`config.mk`:
```
export PLATFORM = sky130hd
export DESIGN_NAME = rand_candidate_shaper
export DESIGN_NICKNAME = d
export VERILOG_FILES = /design/src/rtl/rand_candidate_shaper.sv
export SDC_FILE = /design/constraint.sdc
export NUM_CORES = 1
export LEC_CHECK = 0
export ABC_CLOCK_PERIOD_IN_PS = 2000
export BUFFER_PORTS_ARGS = -buffer_cell sky130_fd_sc_hd__clkbuf_2
export CAP_MARGIN = 20
export CORE_ASPECT_RATIO = 2
export CORE_MARGIN = 3
export CORE_UTILIZATION = 48
export CTS_BUF_LIST = sky130_fd_sc_hd__clkbuf_8
export CTS_CLUSTER_DIAMETER = 60
export DETAILED_ROUTE_END_ITERATION = 7
export MAX_ROUTING_LAYER = met4
export PLACE_DENSITY = 0.78
export RECOVER_POWER = 100
export SYNTH_ARGS = -nofsm -noshare
export SYNTH_HDL_FRONTEND = slang
export SYNTH_SLANG_ARGS = --single-unit
export TNS_END_PERCENT = 1
```
`constraint.sdc`:
```
create_clock -name clk_in -period 2 [get_ports clk_in]
set_input_delay 0.2 -clock clk_in [delete_from_list [all_inputs] [get_ports clk_in]]
set_output_delay 0.2 -clock clk_in [all_outputs]
set_load 0.005 [all_outputs]
```
`src/rtl/rand_candidate_shaper.sv`:
```
// rtl/rand_candidate_shaper.sv - collects a burst of random words and shapes it into an odd, full-width candidate
module rand_candidate_shaper #(
  parameter int REGISTER_SIZE = 32,
  parameter int BIT_SIZE      = 4096,
  parameter int MAX_RETRIES   = 3,
  parameter int TIMEOUT       = 16
) (
  input  logic                     clk_in,
  input  logic                     rst_in,
  input  logic                     start_in,
  input  logic [REGISTER_SIZE-1:0] rand_in,
  input  logic                     rand_valid_in,
  output logic                     trigger_out,
  output logic [REGISTER_SIZE-1:0] word_out,
  output logic                     word_valid_out,
  output logic                     word_last_out,
  output logic                     done_out,
  output logic                     fail_out,
  output logic                     busy_out
);

  localparam int NUM_BLOCKS = BIT_SIZE / REGISTER_SIZE;
  localparam int IDX_W      = $clog2(NUM_BLOCKS) + 1;
  localparam int TMO_W      = $clog2(TIMEOUT + 1);
  localparam int RTY_W      = $clog2(MAX_RETRIES + 2);

  localparam logic [IDX_W-1:0] LAST_IDX = IDX_W'(NUM_BLOCKS - 1);
  localparam logic [TMO_W-1:0] TMO_LAST = TMO_W'(TIMEOUT - 1);
  localparam logic [RTY_W-1:0] RTY_MAX  = RTY_W'(MAX_RETRIES);

  typedef enum logic [2:0] {
    S_IDLE,
    S_REQUEST,
    S_WAIT,
    S_COLLECT,
    S_ABORT
  } state_t;

  state_t                     state;
  state_t                     state_next;
  logic [IDX_W-1:0]           idx_cnt;
  logic [TMO_W-1:0]           tmo_cnt;
  logic [RTY_W-1:0]           retry_cnt;
  logic                       accept;
  logic                       accept_last;
  logic [IDX_W-1:0]           accept_idx;
  logic [REGISTER_SIZE-1:0]   shaped;

  always_ff @(posedge clk_in or negedge rst_in) begin
    if (!rst_in) begin
      state <= S_IDLE;
    end else begin
      state <= state_next;
    end
  end

  always_comb begin
    state_next  = state;
    accept      = 1'b0;
    accept_idx  = idx_cnt;
    trigger_out = 1'b0;
    fail_out    = 1'b0;
    busy_out    = (state != S_IDLE);

    case (state)
      S_IDLE: begin
        if (start_in) state_next = S_REQUEST;
      end
      S_REQUEST: begin
        trigger_out = 1'b1;
        state_next  = S_WAIT;
      end
      S_WAIT: begin
        // The first valid word of a burst is always index 0, whatever idx_cnt holds.
        accept_idx = '0;
        if (rand_valid_in) begin
          accept     = 1'b1;
          state_next = (accept_idx == LAST_IDX) ? S_IDLE : S_COLLECT;
        end else if (tmo_cnt == TMO_LAST) begin
          state_next = S_ABORT;
        end
      end
      S_COLLECT: begin
        if (rand_valid_in) begin
          accept     = 1'b1;
          state_next = (accept_idx == LAST_IDX) ? S_IDLE : S_COLLECT;
        end else begin
          state_next = S_ABORT;
        end
      end
      S_ABORT: begin
        if (retry_cnt >= RTY_MAX) begin
          fail_out   = 1'b1;
          state_next = S_IDLE;
        end else begin
          state_next = S_REQUEST;
        end
      end
      default: state_next = S_IDLE;
    endcase
  end

  always_comb begin
    accept_last = accept && (accept_idx == LAST_IDX);
    shaped      = rand_in;
    // With a single block both forcings land on the same word.
    if (accept_idx == '0) shaped[0] = 1'b1;
    if (accept_idx == LAST_IDX) shaped[REGISTER_SIZE-1] = 1'b1;
  end

  always_ff @(posedge clk_in or negedge rst_in) begin
    if (!rst_in) begin
      idx_cnt   <= '0;
      tmo_cnt   <= '0;
      retry_cnt <= '0;
    end else begin
      case (state)
        S_IDLE: begin
          if (start_in) retry_cnt <= '0;
        end
        S_REQUEST: begin
          tmo_cnt <= '0;
          idx_cnt <= '0;
        end
        S_WAIT: begin
          if (!rand_valid_in) tmo_cnt <= tmo_cnt + TMO_W'(1);
        end
        S_ABORT: begin
          retry_cnt <= retry_cnt + RTY_W'(1);
        end
        default: ;
      endcase
      if (accept) idx_cnt <= accept_idx + IDX_W'(1);
    end
  end

  always_ff @(posedge clk_in or negedge rst_in) begin
    if (!rst_in) begin
      word_out       <= '0;
      word_valid_out <= 1'b0;
      word_last_out  <= 1'b0;
      done_out       <= 1'b0;
    end else begin
      word_valid_out <= accept;
      word_last_out  <= accept_last;
      done_out       <= accept_last;
      if (accept) word_out <= shaped;
    end
  end

endmodule

```
---- Word level (Yosys, flattened, before mapping) ----
Cells that the tools add are included.
storage, ports and cells
  output and inout bits ................... 38
  flip-flop bits (word level) ............. 53
  logic and storage cells ................. 53
  input bits .............................. 36
operators by class
  reductions and logical operators ........ 11
  multiplexer cells ....................... 21
  equal/unequal tests ..................... 10
  add/sub/neg operators ................... 3
  order comparisons ....................... 1
operator list
  kind                 count
  $mux 8               3
  $eq 8x7->1 const B   2
  $mux 3               5
  $pmux 3 s5           1
  $pmux 5 s2           1
  $add 8x1->8 const B  1
  $logic_not 8->1      1
  $mux 1               8
  $eq 3x2->1 const B   2
  $pmux 3 s2           1
  $reduce_and 2->1     3
  $reduce_bool 2->1    3
  $add 5x1->5 const B  1
  $eq 5x4->1 const B   1
  $mux 5               1
  $ne 2x2->1 const B   2
  $add 3x1->3 const B  1
  $eq 3x1->1 const B   1
  $eq 3x3->1 const B   1
  $ge 3x2->1 const B   1
  $logic_not 3->1      1
  $ne 3x3->1 const B   1
  $reduce_bool 3->1    1
  $mux 2               1
  2 further kinds      2

---- Longest topological paths before layout ----
  depth in word-level cells ............... 4
  depth in mapped cells ................... 8
  mapped depth without buffers ............ 7

---- Least setup slack after synthesis ----
No wires, ideal clock.
  path kind ............................... flip-flop to flip-flop
  from .................................... register state[0]
  to ...................................... register idx_cnt[2]
  data arrival time ....................... 1.957 ns
  data required time ...................... 1.861 ns
  stages on the path, launching flop included .. 8
  slack ................................... -0.096 ns
  setup time .............................. 0.139 ns
  buffers on the path ..................... 1
  period minus slack after synthesis ...... 2.096 ns
  cell sequence ........................... dfrtp_1 -> buf_4 -> or3b_1 -> and2_1 -> ha_1 -> nand4b_1 -> a21oi_1 -> or4b_1
between the ends
  longest elaborated chain between the ends .. 4
  elaborated cells between the ends (all ways) .. 9
  those cells by class .................... add/sub (1); eq/ne (3); mux (3); reduce/logical (2)
ends and longest elaborated chain
  element                                             line  source
  start: declaration                                  39    state_t state;
  start signal: assignment                            53    state <= state_next;
  $eq 3x2->1                                          65    case (state)
  $mux 8 / $reduce_or 2->1 (equally long branches)    n/a
  $add 8x1->8 / $mux 1 (equally long branches)        n/a
  $mux 8 / $reduce_bool 2->1 (equally long branches)  n/a
  end signal: assignment                              133   if (accept) idx_cnt <= accept_idx + IDX_W'(1);
  end: declaration                                    41    logic [IDX_W-1:0] idx_cnt;
Parallel ways exist; a longest one is shown, timed or not.
A chain may end at the register's enable or synchronous reset.

---- Worst setup path in the final report ----
Same ends and word-level chain as after synthesis.

==> results.ini <==
[timing]
fin_crit_ns = 1.93
slew_headroom_pct = 18.5
worst_pin_slew_ns = 1.22
hold_ws_ns = 0.116
fin_ws_ns = 0.0730
finalSetupViolations = 0
finalCritPeriodShare_pct = 96.4
hold_viol = 0
finalSetupTns_ns = 0
clock.fmax_mhz = 519
slew_viol_final = 0
worst_clock_skew_ns = 0.00625

[status]
status = complete, no violations

[yosys]
netlist_instances = 203
synth-compound-area-share_pct = 8.94
avgSynthCellArea_um2 = 12.1
synthMuxAreaShare_pct = 14.6
yosysTopAreaCell = dfrtp_1
netlist.area_leader.share_pct = 54.1
synth_xor_area_share_pct = 0
synth_fa_ha_area_share_pct = 3.06
syn_nets = 245
yosysWarnings = 0
synth_edf_count = 0
yosys_register_bits = 53
synthTopCellsByArea = dfrtp_1 54%, mux2_2 14%, ha_1 3.1%, nand2_1 1.8%, buf_2 1.6%
synthFlopType = dfrtp_1
synth_area_um2 = 2450
synth_top_family_by_area = simple AND/OR/NAND/NOR gates
synthArstFlopShare_pct = 100
yosys.area_share.simple_pct = 14.7
ys_seq_area_share_pct = 54.1
synth_cell_types = 47

[setup_path]
cp_data_arrival_time_ns = 2.11
cp-start-kind = flip-flop
worstSetupPathType = flip-flop to flip-flop
r2r_setup_slack_ns = 0.07
crit_path_max_fanout = 4
r2r_end = idx_cnt[2]
critPathRequiredTime_ns = 2.18
worstSetupEndpointType = flip-flop
r2r_cells = 6
reg2reg_from = state[0]

[finish]
final_cells = 335
drive_gt1_share_pct = 37.4
layout_common_cells = 58 x clkbuf_2, 53 x dfrtp_1, 30 x mux2_2
fin_nets = 319
areaGrowthSynthToFinish_pct = 21.5
antennaDiodeCount = 0
final_common_cell = clkbuf_2
final_util_pct = 60.6
final_area_um2 = 2980

[die]
rows = 36
dieArea_um2 = 6050
dieWidth_um = 56.5
ioPinCount = 74
start_util_pct = 49.9
die_h_um = 107
coreArea_um2 = 4910

[pwr]
ir_drop_mv = 0.857
power.leakage_nw = 1.44
total_power_mw = 3.97
p_per_area_nw_per_um2 = 1330

[cts]
root_buffer = clkbuf_8
cts.sinks = 53
post-cts-setup-buffers = 0
insertion_delay_ns = 0.30
h-tree-depth = 2
clockBufferDepth = 2
cts_inserted_buffers = 5
cts_tree = built
path_clk_slew_ns = 0.09

[global_route]
grt_pass1_vias = 1796
grt_antenna_before_repair = 0
grt_start_max_net_pins = 33
grt_usage_pct = 17.6
grt.overflow.total = 0
grt_pass1_wl_um = 8080

[placement]
hpwl_um = 3800
post_dp_cell_area_um2 = 2880
gp_congestion = 0.892
dp.cells = 326
io_buffers = 73
dpl_worst_slack_ns = 0.0172

[detailed_routing]
firstDrtPassIters = 4
drt-initial-drc-count = 31
post_drt_wl_per_cell_um = 15.2
vias = 1866
ant_nets = 0
vias_per_cell = 5.57
drc = 0
wirelength_um = 5100

[worst_hold_path]
holdPathEnd = word_out[31]
worstHoldPathType = input port to flip-flop
holdPathStages = 2
min-delay-start = rand_in[31]

[run]
cap_violations = 0

[critical path, cell delays in order, from the launching register on]
cell	delay [ns]
dfrtp_1	0.39
or3b_4	0.42
and2_4	0.16
ha_4	0.16
nand4b_1	0.10
a21oi_1	0.07
or4b_1	0.51
[Yosys cell counts (3+ instances only)]
| library cell | n |
|---|---|
| a31oi_1 | 5 |
| and2_1 | 3 |
| and3_1 | 4 |
| buf_2 | 8 |
| buf_4 | 3 |
| dfrtp_1 | 53 |
| ha_1 | 6 |
| inv_1 | 9 |
| mux2_2 | 30 |
| nand2_1 | 12 |
| nand2b_1 | 3 |
| nand3_1 | 8 |
| nand4b_1 | 3 |
| nor2_1 | 6 |
| o21ai_0 | 7 |
| or3b_1 | 3 |
[power breakdown]
| part | leakage (nW) | internal (mW) | switching [mW] |
|---|---|---|---|
| clock | 0.0595 | 0.371 | 0.345 |
| combinational | 0.718 | 0.817 | 0.719 |
| sequential | 0.660 | 1.49 | 0.227 |
[sequential cells by signal, summed over array words and instances, names as in the netlist]
| signal | cells |
|---|---|
| idx_cnt | 8 |
| done_out | 1 |
| state | 3 |
| retry_cnt | 3 |
| word_out | 32 |
| tmo_cnt | 5 |
| word_valid_out | 1 |
[cell families (layout without fill, tap and decap cells)]
group / count (synthesis) / count (layout)
buffers and inverters: 22 / 97
adder cells (fa/ha/maj): 6 / 6
flip-flops: 53 / 53
AO/OA/AOI/OAI: 31 / 31
multiplexers: 32 / 32
AND/OR/NAND/NOR: 59 / 59
[area by class of cell]
| type | instances | area, µm² |
|---|---|---|
| Tap cell | 57 | 71.3 |
| Clock buffer | 5 | 68.8 |
| Sequential cell | 53 | 1330 |
| Timing Repair Buffer | 80 | 407 |
| Inverter | 9 | 33.8 |
| Clock inverter | 3 | 42.5 |
| Multi-Input combinational cell | 128 | 1030 |
| Fill cell | 430 | 1930 |
[how the worst max path moves through the flow]
stage	start	end	slack, ns
2_1_floorplan	state[0]	idx_cnt[2]	0.004
3_3_place_gp	state[2]	idx_cnt[2]	0.09
3_5_place_dp	state[2]	idx_cnt[2]	0.02
4_1_cts	state[2]	idx_cnt[2]	0.002
5_1_grt	state[0]	idx_cnt[2]	-0.0006
6_report	state[0]	idx_cnt[2]	0.07
[timing repair]
action	4_1_cts	5_1_grt
endpoints found under the setup margin	0	1
resized for setup	0	3
hold buffers	1	0
endpoints found under the hold margin	21	0
[metal layers]
layer	track usage (%)	up-vias	share of wire, %
li1	-	879	-
met1	18.0	917	35
met2	31.6	52	57
met3	3.37	18	4.0
met4	8.32	0	3.3
met5	-	-	0
Note: power is estimated with default switching activity, not from simulation.
